File: config.mk
export PLATFORM = sky130hd
export DESIGN_NAME = bin2bcd_seq_converter_flat
export DESIGN_NICKNAME = d
export VERILOG_FILES = /design/src/rtl/bin2bcd_seq_converter_if.sv /design/src/rtl/bin2bcd_seq_converter.sv /design/src/flat_wrapper.sv
export SDC_FILE = /design/constraint.sdc
export NUM_CORES = 1
export LEC_CHECK = 0
export ABC_AREA = 1
export CELL_PAD_IN_SITES_DETAIL_PLACEMENT = 1
export CELL_PAD_IN_SITES_GLOBAL_PLACEMENT = 2
export CORE_MARGIN = 4
export CORE_UTILIZATION = 38
export CTS_CLUSTER_DIAMETER = 100
export CTS_CLUSTER_SIZE = 24
export DETAILED_ROUTE_END_ITERATION = 12
export DONT_BUFFER_PORTS = 1
export PLACE_DENSITY = 0.89
export SLEW_MARGIN = 20
export SYNTH_ARGS = -nofsm -noshare
export SYNTH_HDL_FRONTEND = slang
export SYNTH_SLANG_ARGS = --single-unit
File: constraint.sdc
create_clock -name clk -period 1.8 [get_ports clk]
set_input_delay 0.45 -clock clk [delete_from_list [all_inputs] [get_ports clk]]
set_output_delay 0.45 -clock clk [all_outputs]
set_load 0.005 [all_outputs]
File: src/rtl/bin2bcd_seq_converter_if.sv
// bin2bcd_seq_converter_if: valid/ready bundle for the binary-to-BCD converter.
// slave = converter side, master = producer/consumer side.
interface bin2bcd_seq_converter_if;
  logic [6:0] in_bin;
  logic       in_valid;
  logic       in_ready;
  logic [7:0] out_bcd;
  logic       out_ovr;
  logic       out_valid;
  logic       out_ready;

  modport slave (
    input  in_bin, in_valid, out_ready,
    output in_ready, out_bcd, out_ovr, out_valid
  );

  modport master (
    output in_bin, in_valid, out_ready,
    input  in_ready, out_bcd, out_ovr, out_valid
  );
endinterface

File: src/rtl/bin2bcd_seq_converter.sv
// bin2bcd_seq_converter: 7-bit binary to 2-digit BCD, double-dabble, 1 shift/clk.
// Option macro BIN2BCD_SATURATE_EN: overrange operands read 8'h99 instead of low digits.
module bin2bcd_seq_converter (
  input  logic                           clk,
  input  logic                           rst,
  bin2bcd_seq_converter_if.slave         bus
);

  localparam int BIN_W  = 7;
  localparam int SHIFTS = 7;

  typedef enum logic [1:0] {
    IDLE  = 2'd0,
    SHIFT = 2'd1,
    DONE  = 2'd2
  } state_t;

  state_t             state_q, state_d;
  logic [11:0]        bcd_q, bcd_d;
  logic [BIN_W-1:0]   bin_q, bin_d;
  logic [2:0]         cnt_q, cnt_d;
  logic [7:0]         out_bcd_q, out_bcd_d;
  logic               out_ovr_q, out_ovr_d;
  logic               out_valid_q, out_valid_d;
  logic               in_ready_q, in_ready_d;

  logic [11:0]        adj;
  logic [19:0]        sh;
  logic               ovr;

  function automatic logic [3:0] add3(input logic [3:0] d);
    return (d >= 4'd5) ? d + 4'd3 : d;
  endfunction

  // Digit correction then one-bit left shift of {bcd,bin}; top bit is
  // always zero for a 7-bit operand but is folded into the overrange test.
  always_comb begin
    adj = {add3(bcd_q[11:8]), add3(bcd_q[7:4]), add3(bcd_q[3:0])};
    sh  = {adj, bin_q, 1'b0};
    ovr = |sh[19:15];
  end

  // Next-state and registered-output computation for the FSM.
  always_comb begin
    state_d     = state_q;
    bcd_d       = bcd_q;
    bin_d       = bin_q;
    cnt_d       = cnt_q;
    out_bcd_d   = out_bcd_q;
    out_ovr_d   = out_ovr_q;
    out_valid_d = out_valid_q;
    in_ready_d  = in_ready_q;
    unique case (state_q)
      IDLE: begin
        if (bus.in_valid) begin
          bin_d      = bus.in_bin;
          bcd_d      = '0;
          cnt_d      = 3'(SHIFTS);
          state_d    = SHIFT;
          in_ready_d = 1'b0;
        end
      end
      SHIFT: begin
        bcd_d = sh[18:7];
        bin_d = sh[6:0];
        cnt_d = cnt_q - 3'd1;
        if (cnt_q == 3'd1) begin
          state_d     = DONE;
          out_valid_d = 1'b1;
          out_ovr_d   = ovr;
`ifdef BIN2BCD_SATURATE_EN
          out_bcd_d   = ovr ? 8'h99 : sh[14:7];
`else
          out_bcd_d   = sh[14:7];
`endif
        end
      end
      DONE: begin
        if (bus.out_ready) begin
          state_d     = IDLE;
          out_valid_d = 1'b0;
          in_ready_d  = 1'b1;
        end
      end
      default: begin
        state_d     = IDLE;
        out_valid_d = 1'b0;
        in_ready_d  = 1'b1;
      end
    endcase
  end

  // State and output registers; reset aborts any conversion in flight.
  always_ff @(posedge clk or posedge rst) begin
    if (rst) begin
      state_q     <= IDLE;
      bcd_q       <= '0;
      bin_q       <= '0;
      cnt_q       <= '0;
      out_bcd_q   <= 8'h00;
      out_ovr_q   <= 1'b0;
      out_valid_q <= 1'b0;
      in_ready_q  <= 1'b1;
    end else begin
      state_q     <= state_d;
      bcd_q       <= bcd_d;
      bin_q       <= bin_d;
      cnt_q       <= cnt_d;
      out_bcd_q   <= out_bcd_d;
      out_ovr_q   <= out_ovr_d;
      out_valid_q <= out_valid_d;
      in_ready_q  <= in_ready_d;
    end
  end

  assign bus.in_ready  = in_ready_q;
  assign bus.out_bcd   = out_bcd_q;
  assign bus.out_ovr   = out_ovr_q;
  assign bus.out_valid = out_valid_q;

endmodule

File: src/flat_wrapper.sv
// flat-port wrapper written by rule: the top's interface ports become plain ports
module bin2bcd_seq_converter_flat 
  (clk, rst, bus_in_bin, bus_in_valid, bus_out_ready, bus_in_ready, bus_out_bcd, bus_out_ovr, bus_out_valid);
  bin2bcd_seq_converter_if bus_i ();
  input  logic clk;
  input  logic rst;
  input wire logic [$bits(bus_i.in_bin)-1:0] bus_in_bin;
  input wire logic [$bits(bus_i.in_valid)-1:0] bus_in_valid;
  input wire logic [$bits(bus_i.out_ready)-1:0] bus_out_ready;
  output wire logic [$bits(bus_i.in_ready)-1:0] bus_in_ready;
  output wire logic [$bits(bus_i.out_bcd)-1:0] bus_out_bcd;
  output wire logic [$bits(bus_i.out_ovr)-1:0] bus_out_ovr;
  output wire logic [$bits(bus_i.out_valid)-1:0] bus_out_valid;
  assign bus_i.in_bin = bus_in_bin;
  assign bus_i.in_valid = bus_in_valid;
  assign bus_i.out_ready = bus_out_ready;
  assign bus_in_ready = bus_i.in_ready;
  assign bus_out_bcd = bus_i.out_bcd;
  assign bus_out_ovr = bus_i.out_ovr;
  assign bus_out_valid = bus_i.out_valid;
  bin2bcd_seq_converter u_core (.clk(clk), .rst(rst), .bus(bus_i));
endmodule
After elaboration in Yosys (flattened, before gate mapping)

Index checks and enable logic that the tools add are counted.

Bits in writable memories: 0
Memories: 0
Logic and storage cells: 50
Flip-flop bits (word level): 35
Bits in read-only memories: 0
Output and inout port bits: 11
Latch bits: 0

Div/mod/pow operators: 0
Multiplexer cells: 19
Add/subtract/negate cells: 4
Magnitude comparators: 3
Reduce and logical (&&, ||, !) cells: 8
Multipliers: 0
Bitwise gates (word level): 2
Shift operators: 0
Eq/ne operators: 6

Operators with widths:

| kind                | count |
|---|---|
| $pmux 12 s2         | 1 |
| $pmux 7 s2          | 1 |
| $add 4x2->4 const B | 3 |
| $ge 4x3->1 const B  | 3 |
| $mux 12             | 1 |
| $mux 4              | 3 |
| $reduce_and 3->1    | 3 |
| $mux 7              | 1 |
| $mux 2              | 3 |
| $pmux 1 s3          | 2 |
| $pmux 2 s3          | 1 |
| $pmux 3 s2          | 1 |
| $reduce_or 5->1     | 1 |
| $mux 1              | 4 |
| $ne 2x2->1 const B  | 2 |
| $reduce_and 2->1    | 2 |
| $eq 3x1->1 const B  | 1 |
| $mux 3              | 1 |
| $sub 3x1->3 const B | 1 |
| $eq 2x1->1 const B  | 1 |
| $eq 2x2->1 const B  | 1 |
| $logic_not 2->1     | 1 |
| $ne 2x1->1 const B  | 1 |
| $not 1->1           | 2 |
| $reduce_bool 2->1   | 1 |

Logic depth before layout (Yosys ltp)

Depth after elaboration: 3
Depth in mapped cells: 10

Least setup slack after synthesis

No wires, ideal clock.

Kind: flip-flop to flip-flop
Start: register u_core.bcd_q[4]
End: register u_core.bcd_q[6]
Cell stages (with the launch flop): 8
Period minus slack after synthesis: 1.271 ns
Arrival time: 1.139 ns
Data required time: 1.669 ns
Setup time: 0.131 ns
Slack: 0.529 ns
Cells stage by stage: dfrtp_1 > inv_1 > ha_1 > inv_1 > nand2_1 > nand3_1 > o21ai_0 > o22ai_1

Cells in the longest elaborated chain, start to end: 3

Ends and longest elaborated chain:

| item                                             | line                         | text |
|---|---|---|
| start: declaration                               | bin2bcd_seq_converter.sv:19  | `logic [11:0] bcd_q, bcd_d;` |
| start signal: assignment                         | bin2bcd_seq_converter.sv:97  | `bcd_q <= '0;` |
| start signal: assignment                         | bin2bcd_seq_converter.sv:106 | `bcd_q <= bcd_d;` |
| $add 4x2->4 / $ge 4x3->1 (equally long branches) | bin2bcd_seq_converter.sv:32  | `return (d >= 4'd5) ? d + 4'd3 : d;` |
| $mux 4 *                                         | bin2bcd_seq_converter.sv:32  |  |
| $pmux 12 s2 *                                    | bin2bcd_seq_converter.sv:53  | `unique case (state_q)` |

Every way passes the cells marked *; elsewhere a longest branch is shown, timed or not.
A chain may end at the register's enable or synchronous reset.

Final worst setup path

Start: register u_core.state_q[0]
End: register u_core.out_ovr_q, in the netlist u_core.bus.out_ovr

Cells in the longest elaborated chain, start to end: 2

Ends and longest elaborated chain:

| item                              | line                         | text |
|---|---|---|
| start: declaration                | bin2bcd_seq_converter.sv:18  | `state_t state_q, state_d;` |
| start signal: assignment          | bin2bcd_seq_converter.sv:105 | `state_q <= state_d;` |
| $eq 2x1->1                        | bin2bcd_seq_converter.sv:53  |  |
| $reduce_and 2->1 (no source line) | --                           |  |
| end signal: assignment            | bin2bcd_seq_converter.sv:110 | `out_ovr_q <= out_ovr_d;` |
| end: declaration                  | bin2bcd_seq_converter.sv:23  | `logic out_ovr_q, out_ovr_d;` |

Every way passes these cells.

==> impl_metrics.toml <==
[synthesis]
synth_enable_flop_cells = 0
share_of_synthesized_registers_carrying_an_async_set_or_reset_pct = 100
synth-seq-area-share_pct = 48.6
ys_ff_latch = 35
synth_warn = 0
yosys_most_used_dff = "dfrtp_1"
synthesized_nets = 222
synth.lib_cells_used.distinct = 27
post_synth_inst_count = 203
synth_area_per_cell_um2 = 8.88
netlist_area_um2 = 1800

[cells_and_area]
flow.area_growth_from_synthesis_pct = 6.94
final_cell_mix = "nand2_1, dfrtp_1, inv_1"
antenna_cells = 0
most_frequent_standard_cell_in_the_layout_excluding_fill_and_tap_cells = "nand2_1"
drive_above_1_share_pct = 14.8
design_area_um2 = 1930
finalNetCount = 227

[routing]
detailedRoute.firstIterationViolations = 34
dr_total_vias = 1326
detail_route.first_pass.iterations = 4
drt-vias-per-instance = 5.08
wl_um = 3780
ant_nets = 0
avgRoutedWirePerCell_um = 14.5
drcViolationCount = 0

[setup_path]
slowest_stage = "dfrtp_1"
arrival_time_reported_for_the_critical_path_endpoint_ps = 1720
rr_startpoint = "u_core.state_q[0]"
critical_path_peak_fanout = 18
worstPathBufferInverterCount = 1
timing.setup.critical_path_class = "reg2reg"
cp_top_family = "simple AND/OR/NAND/NOR gates"
rr_endpoint = "u_core.bus.out_ovr"
worstPathCellList = "inv_4, nor2_8, nand3_4, nor2_1, nand3_1, nor2_1, nor2_1"
most_common_cell_on_crit_path = "nor2_1"
worst_setup_path_start_kind = "flop"
worst_setup_path_end_kind = "flop"
setup.reg_to_reg.worst_slack_ps = 270
required_ps = 1990
worstRegToRegCells = 7
stage_delay_of_the_slowest_cell_on_the_critical_path_ps = 400

[timing]
report.final.hold_viol_count = 0
rsz_0062_raised_after_global_routing = "no"
report.final.setup_viol = 0
max_freq_mhz = 653
timing.final.crit_period_ps = 1530
timing.setup.tns_ps = 0
slew_violations = 0
clock_skew_ps = 5.87
worst-slew-pin-transition_ps = 454
timing.final.crit_share_pct = 85.1
max-slew-margin-rel_pct = 69.8
worst_setup_margin_ps = 269

[placement]
post_placement_cell_area_um2 = 1840
io_buffer_count = 0
detailed_placement_wirelength_estimate_um = 2790
place_ws_ps = 244
place.gp.congestion = 0.721

[die]
die_area_um2 = 5910
num_rows = 24
die_w_um = 76.9
fp.dieH_um = 76.9
initial_core_util_pct = 40.3
core_um2 = 4470
ports = 22

[cts]
cts_root_buffer = "clkbuf_8"
clock_tree_from_tritoncts = "done"
postCtsHoldBufs = 0
numCtsBuffers = 5
path_clk_slew_ps = 70
cts.htree.levels = 2
post-cts-setup-buffers = 0
clock-sinks = 35
cts-resized-gates = 0
clk_latency_ps = 290
cts-root-to-sink-buffers = 2

[run]
cap_violations = 0

[power]
total_leakage_power_nw = 0.970
max-vdd-ir-drop_uv = 670
report.power.total_w = 0.00387
power_per_cell_area_nw_per_um2 = 2010

[min_path]
min_delay_path_class = "in2async"

[grt]
grt_start_max_net_pins = 36
number_of_global_route_vias_before_repair = 1442
grt.total_usage_pct = 14.4
antenna_found_initial = 0
grt.overflow.total = 0
wire_length_of_the_first_global_routing_pass_um = 6820

[run_status]
status = "finished, final reports clean"
-- cell usage after synthesis, types with 2 or more instances --
| cell | count | share of area (%) |
|---|---|---|
| inv_4 | 2 | 0.69 |
| inv_1 | 24 | 5.0 |
| o21ai_2 | 11 | 5.3 |
| nand3_1 | 8 | 2.2 |
| dfrtp_1 | 34 | 47 |
| nand4_1 | 2 | 0.69 |
| a21oi_1 | 3 | 0.83 |
| inv_2 | 2 | 0.42 |
| o21ai_1 | 8 | 2.2 |
| o21ai_0 | 11 | 3.1 |
| nand2_4 | 2 | 1.2 |
| xor2_1 | 3 | 1.5 |
| nand2_1 | 54 | 11 |
| ha_1 | 8 | 5.6 |
| nor2_1 | 11 | 2.3 |
| o22ai_1 | 9 | 3.1 |
-- stage by stage --
stage | utilization [%] | hold WS, ps | std cells
6_report | 43.1 | 147 | 261
5_1_grt | 43.1 | 177 | 261
3_3_place_gp | 41.2 | 442 | 253
3_5_place_dp | 41.2 | 450 | 253
4_1_cts | 43.1 | 160 | 261
2_1_floorplan | - | 427 | 203
-- area by class of cell --
class,instances,area [um^2]
clock inverters,3,15.0
fillers,542,2550
multi-input cells,136,777
repair buffers,2,15.0
flip-flops and latches,35,877
clock buffers,5,68.8
inverters,28,110
well taps,52,65.1
-- registers in the layout, summed over array words and instances, names as in the netlist --
signal and flops:
u_core.bus.out_bcd 8, u_core.bus.in_ready 1, u_core.bus.out_valid 1, u_core.bus.out_ovr 1
u_core.bin_q 7, u_core.state_q 2, u_core.bcd_q 12, u_core.cnt_q 3
-- cells by family after synthesis --
| kind of cell | Yosys count | synth area share (%) |
|---|---|---|
| AND/OR/NAND/NOR | 80 | 20.1 |
| AO/OA/AOI/OAI | 45 | 16.0 |
| flip-flops | 35 | 48.6 |
| buffers and inverters | 32 | 8.26 |
| adder cells (fa/ha/maj) | 8 | 5.55 |
| XOR/XNOR | 3 | 1.46 |
-- where the power goes --
part / leakage, nW / switching [W] / internal (W)
logic: 0.494 / 0.00122 / 0.000673
clock network: 0.0477 / 0.000285 / 0.000265
registers: 0.429 / 0.000261 / 0.00117
-- routing by layer --
| layer | wire, um | part of all wire, % | GRT usage, % |
|---|---|---|---|
| met4 | 62 | 1.6 | 5.43 |
| met2 | 1780 | 47 | 23.9 |
| met3 | 141 | 3.7 | 4.57 |
| met5 | 0 | 0 | 0 |
| met1 | 1800 | 48 | 17.3 |
-- worst max-delay path by stage --
stage                      startpoint                  to  depth (start not counted)
global placement    u_core.state_q[0]  u_core.bus.out_ovr                          7
finish              u_core.state_q[0]  u_core.bus.out_ovr                          7
global route          u_core.bcd_q[4]     u_core.bcd_q[6]                          7
detailed placement  u_core.state_q[0]  u_core.bus.out_ovr                          7
floorplan             u_core.bcd_q[4]     u_core.bcd_q[6]                          7
CTS                 u_core.state_q[0]  u_core.bus.out_ovr                          7
Power figures use the tool's default switching activity.
